===== config.mk =====
export PLATFORM = sky130hd
export DESIGN_NAME = db_lcu_wr_ctrl
export DESIGN_NICKNAME = d
export VERILOG_FILES = /design/src/rtl/db_lcu_wr_ctrl.sv
export SDC_FILE = /design/constraint.sdc
export NUM_CORES = 1
export LEC_CHECK = 0
export ABC_AREA = 1
export CELL_PAD_IN_SITES_DETAIL_PLACEMENT = 0
export CELL_PAD_IN_SITES_GLOBAL_PLACEMENT = 1
export CORE_UTILIZATION = 31
export DETAILED_ROUTE_END_ITERATION = 12
export PLACE_DENSITY_LB_ADDON = 0.1
export SLEW_MARGIN = 0
export SYNTH_ARGS = -nofsm -noshare
export SYNTH_HDL_FRONTEND = slang
export SYNTH_SLANG_ARGS = --single-unit

===== constraint.sdc =====
create_clock -name clk -period 12.9 [get_ports clk]
set_input_delay 2.58 -clock clk [delete_from_list [all_inputs] [get_ports clk]]
set_output_delay 2.58 -clock clk [all_outputs]
set_load 0.03 [all_outputs]

===== src/rtl/db_lcu_wr_ctrl.sv =====
`default_nettype none
// ============================================================================
// Module      : db_lcu_wr_ctrl
// Description : Upstream write controller for the deblocking luma LCU RAM.
//               Accepts reconstructed 4x4 blocks (one 128-bit word each) in
//               z-scan order over a valid/ready handshake, remaps the z-scan
//               index to a raster RAM address and drives a low-active RAM
//               write port. After the last block of the LCU it pulses done
//               and refuses input until the deblock stage releases the
//               buffer.
// Ports       : clk, rst        clock / asynchronous active-high reset
//               start_i         pulse: begin loading a new LCU
//               release_i       pulse: deblock has consumed the LCU buffer
//               blk_valid_i     input block valid
//               blk_ready_o     controller can accept a block (LOAD state)
//               blk_data_i      4x4 block pixels
//               cen_o, wen_o    RAM chip / write enable, low active
//               addr_o, data_o  RAM address / write data
//               done_o          pulse together with the final write strobe
//               busy_o          high in LOAD or WAIT
//               cnt_o           blocks accepted in the current LCU
// Revision    : 1.0 - initial release
// ============================================================================
module db_lcu_wr_ctrl #(
    parameter int DATA_WIDTH = 128,
    parameter int ADDR_WIDTH = 8,    // must be even when MAP_RASTER = 1
    parameter int BLK_NUM    = 256,  // 1 <= BLK_NUM <= 2**ADDR_WIDTH
    parameter int MAP_RASTER = 1
) (
    input  logic                  clk,
    input  logic                  rst,
    input  logic                  start_i,
    input  logic                  release_i,
    input  logic                  blk_valid_i,
    output logic                  blk_ready_o,
    input  logic [DATA_WIDTH-1:0] blk_data_i,
    output logic                  cen_o,
    output logic                  wen_o,
    output logic [ADDR_WIDTH-1:0] addr_o,
    output logic [DATA_WIDTH-1:0] data_o,
    output logic                  done_o,
    output logic                  busy_o,
    output logic [ADDR_WIDTH:0]   cnt_o
);

    typedef enum logic [1:0] {
        IDLE = 2'd0,
        LOAD = 2'd1,
        WAIT = 2'd2
    } state_t;

    localparam logic [ADDR_WIDTH:0] c_last_blk = (ADDR_WIDTH+1)'(BLK_NUM - 1);

    state_t                  r_state;
    logic [ADDR_WIDTH:0]     r_cnt;
    logic                    r_cen;
    logic                    r_wen;
    logic [ADDR_WIDTH-1:0]   r_addr;
    logic [DATA_WIDTH-1:0]   r_data;
    logic                    r_done;
    logic                    r_busy;

    logic [ADDR_WIDTH-1:0]   w_map;
    logic                    w_ready;
    logic                    w_accept;
    logic                    w_last;

    // Ready is purely a function of state so the upstream sees it without
    // waiting a cycle; it is 0 under reset because reset forces IDLE.
    assign w_ready  = (r_state == LOAD);
    assign w_accept = blk_valid_i & w_ready;
    assign w_last   = (r_cnt == c_last_blk);

    // z-scan -> raster: even index bits form the column, odd bits the row.
    if (MAP_RASTER != 0) begin : g_raster
        localparam int H = ADDR_WIDTH / 2;
        for (genvar k = 0; k < H; k++) begin : g_bit
            assign w_map[k]     = r_cnt[2*k];
            assign w_map[H + k] = r_cnt[2*k + 1];
        end
    end else begin : g_linear
        assign w_map = r_cnt[ADDR_WIDTH-1:0];
    end

    always_ff @(posedge clk or posedge rst) begin
        if (rst) begin
            r_state <= IDLE;
            r_cnt   <= '0;
            r_cen   <= 1'b1;
            r_wen   <= 1'b1;
            r_addr  <= '0;
            r_data  <= '0;
            r_done  <= 1'b0;
            r_busy  <= 1'b0;
        end else begin
            // Write port: one strobe cycle per accept, address/data hold
            // their last values between strobes.
            r_cen  <= ~w_accept;
            r_wen  <= ~w_accept;
            r_done <= w_accept & w_last;
            if (w_accept) begin
                r_addr <= w_map;
                r_data <= blk_data_i;
            end

            case (r_state)
                IDLE: begin
                    if (start_i) begin
                        r_state <= LOAD;
                        r_busy  <= 1'b1;
                        r_cnt   <= '0;
                    end
                end
                LOAD: begin
                    if (w_accept) begin
                        r_cnt <= r_cnt + 1'b1;
                        if (w_last) begin
                            r_state <= WAIT;
                        end
                    end
                end
                WAIT: begin
                    // A start arriving with the release chains straight
                    // into the next LCU without an IDLE bubble.
                    if (release_i) begin
                        if (start_i) begin
                            r_state <= LOAD;
                            r_busy  <= 1'b1;
                            r_cnt   <= '0;
                        end else begin
                            r_state <= IDLE;
                            r_busy  <= 1'b0;
                        end
                    end
                end
                default: begin
                    r_state <= IDLE;
                    r_busy  <= 1'b0;
                end
            endcase
        end
    end

    assign blk_ready_o = w_ready;
    assign cen_o       = r_cen;
    assign wen_o       = r_wen;
    assign addr_o      = r_addr;
    assign data_o      = r_data;
    assign done_o      = r_done;
    assign busy_o      = r_busy;
    assign cnt_o       = r_cnt;

endmodule
`default_nettype wire


Yosys cells after proc, flatten, opt, wreduce, memory -nomap -nowiden
Cells that the tools add are included.
{ "classes": {"mux": 14, "n_bitwise": 4, "n_eq_ne": 7, "reduce_logical": 5, "addsub": 1} }
{ "ops": {"columns": ["operator", "n"], "rows": [
  ["two-way mux 9 bit", 3],
  ["one-hot mux 9 bit (3 select lines)", 1],
  ["adder 9 x 1 -> 9 bit (second input constant)", 1],
  ["== test 9 x 8 -> 1 bit (second input constant)", 1],
  ["two-way mux 2 bit", 4],
  ["one-hot mux 2 bit (3 select lines)", 1],
  ["AND reduction 3 bit", 2],
  ["two-way mux 1 bit", 4],
  ["!= test 2 x 1 -> 1 bit (second input constant)", 2],
  ["!= test 2 bit (second input constant)", 2],
  ["AND reduction 4 bit", 1],
  ["one-hot mux 1 bit (3 select lines)", 1],
  ["nonzero test 3 bit", 1],
  ["bitwise AND 1 bit", 2],
  ["== test 2 x 1 -> 1 bit (second input constant)", 1],
  ["== test 2 bit (second input constant)", 1],
  ["logical NOT 2 bit", 1],
  ["NOT 1 bit", 2]
]} }
{ "word_totals": {"ff_bits": 150, "output_inout_bits": 150, "input_bits": 133} }

Logic depth before layout (Yosys ltp)
{ "logic_depth": {"depth_word": 4, "mapped_depth": 9, "depth_no_buf": 7} }

Worst setup path after synthesis
No wires, ideal clock.
{ "synth_timing": {"kind": "register to output", "from": "register r_wen (netlist: wen_o)", "to": "output wen_o", "path_stages_with_launch": 2, "slack_ns": 9.534, "arrival_ns": 0.786, "path_cell_list": "dfstp_2 -> buf_4"} }
{ "synth_rtl": {"columns": ["element", "line", "text"], "rows": [
  ["start: declaration", "57", "logic r_wen;"],
  ["start signal: assignment", "99", "r_wen <= ~w_accept;"],
  ["end: declaration", "38", "output logic wen_o,"]
]} }
No word-level cell between the ends.

Worst setup path in the final report
{ "layout_timing": {"from": "input blk_valid_i", "to": "register r_data[31] (netlist: data_o[31])"} }
{ "layout_via": {"elab_chain_len": 1} }
{ "layout_lines": {"columns": ["element", "line", "text"], "rows": [
  ["start: declaration", "34", "input logic blk_valid_i,"],
  ["bitwise AND 1 bit", "71", "assign w_accept = blk_valid_i & w_ready;"],
  ["end signal: assignment", "103", "r_data <= blk_data_i;"],
  ["end: declaration", "59", "logic [DATA_WIDTH-1:0] r_data;"]
]} }
No other way between the ends.
A chain may end at the register's enable or synchronous reset.

==> flow_summary.toml <==
[power]
ir_drop_mv = 0.0914
p_leak_nw = 4.57
cellPowerDensity_nw_per_um2 = 145

[placement]
port_buffers = 282
dp_slack_ns = 7.72
place.gp.congestion = 0.734
place_area_um2 = 8800
dpl.hpwl_mm = 11.9

[sta]
fin_crit_sh_pct = 36.8
finalHoldViolCount = 0
maxSlewViolCount = 0
tightest_slew_ns = 0.948
rsz0062_at_grt = "false"
fmax_mhz = 211
slew_headroom_pct = 36.8
clock_skew_ns = 0.00918
setup_viol = 0
period_needed_ns = 4.75
worst_slack_ns = 8.15
worst_hold_slack_ns = 0.476
setup_tns_ns = 0

[synthesis]
synthesis.area_um2 = 5880
yosys_warnings = 0
synth-seq-area-share_pct = 63.8
syn_nets = 802
synthCells = 667
avgSynthCellArea_um2 = 8.82
ys_types = 23
ys_seq_elements = 150

[critical_path]
critPathKind = "input pin to register"
worst-path-max-fanout = 77
setup.worst_path.end_class = "register"
cp.arrival_ns = 5.09
required_ns = 13.25
crit_path_start_kind = "input pin"

[clock_network]
clkTransAtPathRegs_ns = 0.06
cts_resized = 0
clk_latency_ns = 0.42
cts_buffers = 17
cts_max_path_buffers = 2
hold_buffers = 0
postCtsSetupBuffers = 0
cts_tree = "yes"
htreeDepth = 4
cts_sinks = 150
root_buffer = "clkbuf_16"

[global_route]
grt_max_degree = 96
grt_pass1_wl_mm = 28.1
grt_pass1_vias = 5252
grt_usage_pct = 18.5
grt-busiest-layer = "met2"
grt_use_met1_pct = 22.6
met2_usage_pct = 29.0
overflow = 0
antenna_found_initial = 0
use_met3_pct = 7.50

[floorplanning]
core_um2 = 18600
rows = 50
io-pin-count = 283
die_w_um = 140
die_y_um = 140
start_util_pct = 31.6
die_area_um2 = 19500

[route]
vias_per_cell = 4.37
drt-initial-drc-count = 220
postRouteAntennaNets = 0
wl_per_cell_um = 14.7
first_pass_iters = 6
drc = 0
drt_wl_total_mm = 17.4
vias = 5183

[hold_path]
worstHoldPathType = "register to register"

[final_layout]
drive_above_1_share_pct = 4.41
stdcell_area_um2 = 9360
post-route-util_pct = 50.2
final_nets = 1074
area_growth_pct = 59.1
diodes = 0

[status]
status = "finished, final reports clean"

[flow_run]
cap_violations = 0
worst paths after layout:
| kind | start | endpoint | slack (ns) | cells past startpoint |
|---|---|---|---|---|
| max | blk_valid_i | data_o[31] | 8.15 | 6 |
| min | data_o[100] | data_o[100] | 0.48 | 2 |
| max reg2reg | r_state[1] | data_o[31] | 10.18 | 8 |
| min reg2reg | data_o[100] | data_o[100] | 0.48 | 2 |
| max in group asynchronous | rst | data_o[84] | 8.83 | 3 |
| min in group asynchronous | rst | data_o[94] | 2.69 | 2 |
layer usage:
layer / part of all wire [%] / vias up
li1: - / 2568
met1: 43 / 2396
met5: 0 / -
met2: 46 / 198
met3: 9.9 / 21
met4: 2.0 / 0
synthesized netlist by cell type:
cell      instances  area share (%)
nand3_1           8            0.68
inv_1            12            0.77
o211ai_1          1            0.13
nand2_1         429              27
o22ai_1           1            0.11
nand3b_1          1            0.13
nand4_1           3            0.32
ha_1              2            0.43
nand2_2           2            0.21
clkbuf_2          1           0.085
a21oi_1           1           0.085
nand3_2           1            0.17
inv_4             1            0.11
o21ai_0          11            0.94
nor2_1            8            0.51
dfstp_2           1            0.45
or2_2             1            0.11
buf_6            10             1.9
buf_4             3            0.38
buf_2            18             1.5
inv_2             2            0.13
dfrtp_1         149              63
nor3_1            1           0.085
state kept, by name, indices dropped and copies added, names as in the netlist:
name and flops:
data_o 128, cnt_o 9, addr_o 8, r_state 2, busy_o 1, done_o 1
wen_o 1
metrics by stage:
step | cells | total power [mW]
after global placement | 1154 | 0.895
after detailed placement | 1154 | 0.899
after CTS | 1186 | 1.38
final | 1186 | 1.36
after global routing | 1186 | 1.42
after floorplan | 667 | 0.733
cells by family after synthesis:
kind of cell    after synthesis  synth area share, %
buf+inv                      47                 4.91
compound gates               14                 1.25
flops                       150                 63.8
simple gates                454                 29.6
fa+ha+maj                     2                0.425
report_power, final:
| group | switching [mW] | internal, mW |
|---|---|---|
| combinational | 0.188 | 0.144 |
| sequential | 0.0367 | 0.520 |
| clock | 0.196 | 0.276 |
| total | 0.421 | 0.939 |
final cells by class:
class                           instances  area, um^2
Timing Repair Buffer                  285        2850
Tap cell                              234         293
Clock buffer                           21         460
Fill cell                            1744        9280
Clock inverter                         11        98.8
Inverter                               15        66.3
Multi-Input combinational cell        470        1840
Sequential cell                       150        3750
cells in the final DEF (no fill, tap or decap), drive strengths merged:
cell,synthesis,layout
a21oi,1,1
or2,1,1
o21ai,11,11
dfstp,1,1
nand3b,1,1
nor3,1,1
nand3,9,9
inv,15,17
bufinv,0,1
clkdlybuf4s50,0,282
o211ai,1,1
dfrtp,149,149
clkbuf,1,21
ha,2,2
buf,31,3
nand4,3,3
clkinv,0,5
o22ai,1,1
clkinvlp,0,3
nand2,431,431
nor2,8,8
critical path: stages:
cell             delay (ns)
clkdlybuf4s50_1        0.52
nand2_4                0.34
inv_4                  0.58
buf_4                  0.72
nand2_1                0.13
nand2_1                0.10
Power figures use the tool's default switching activity.
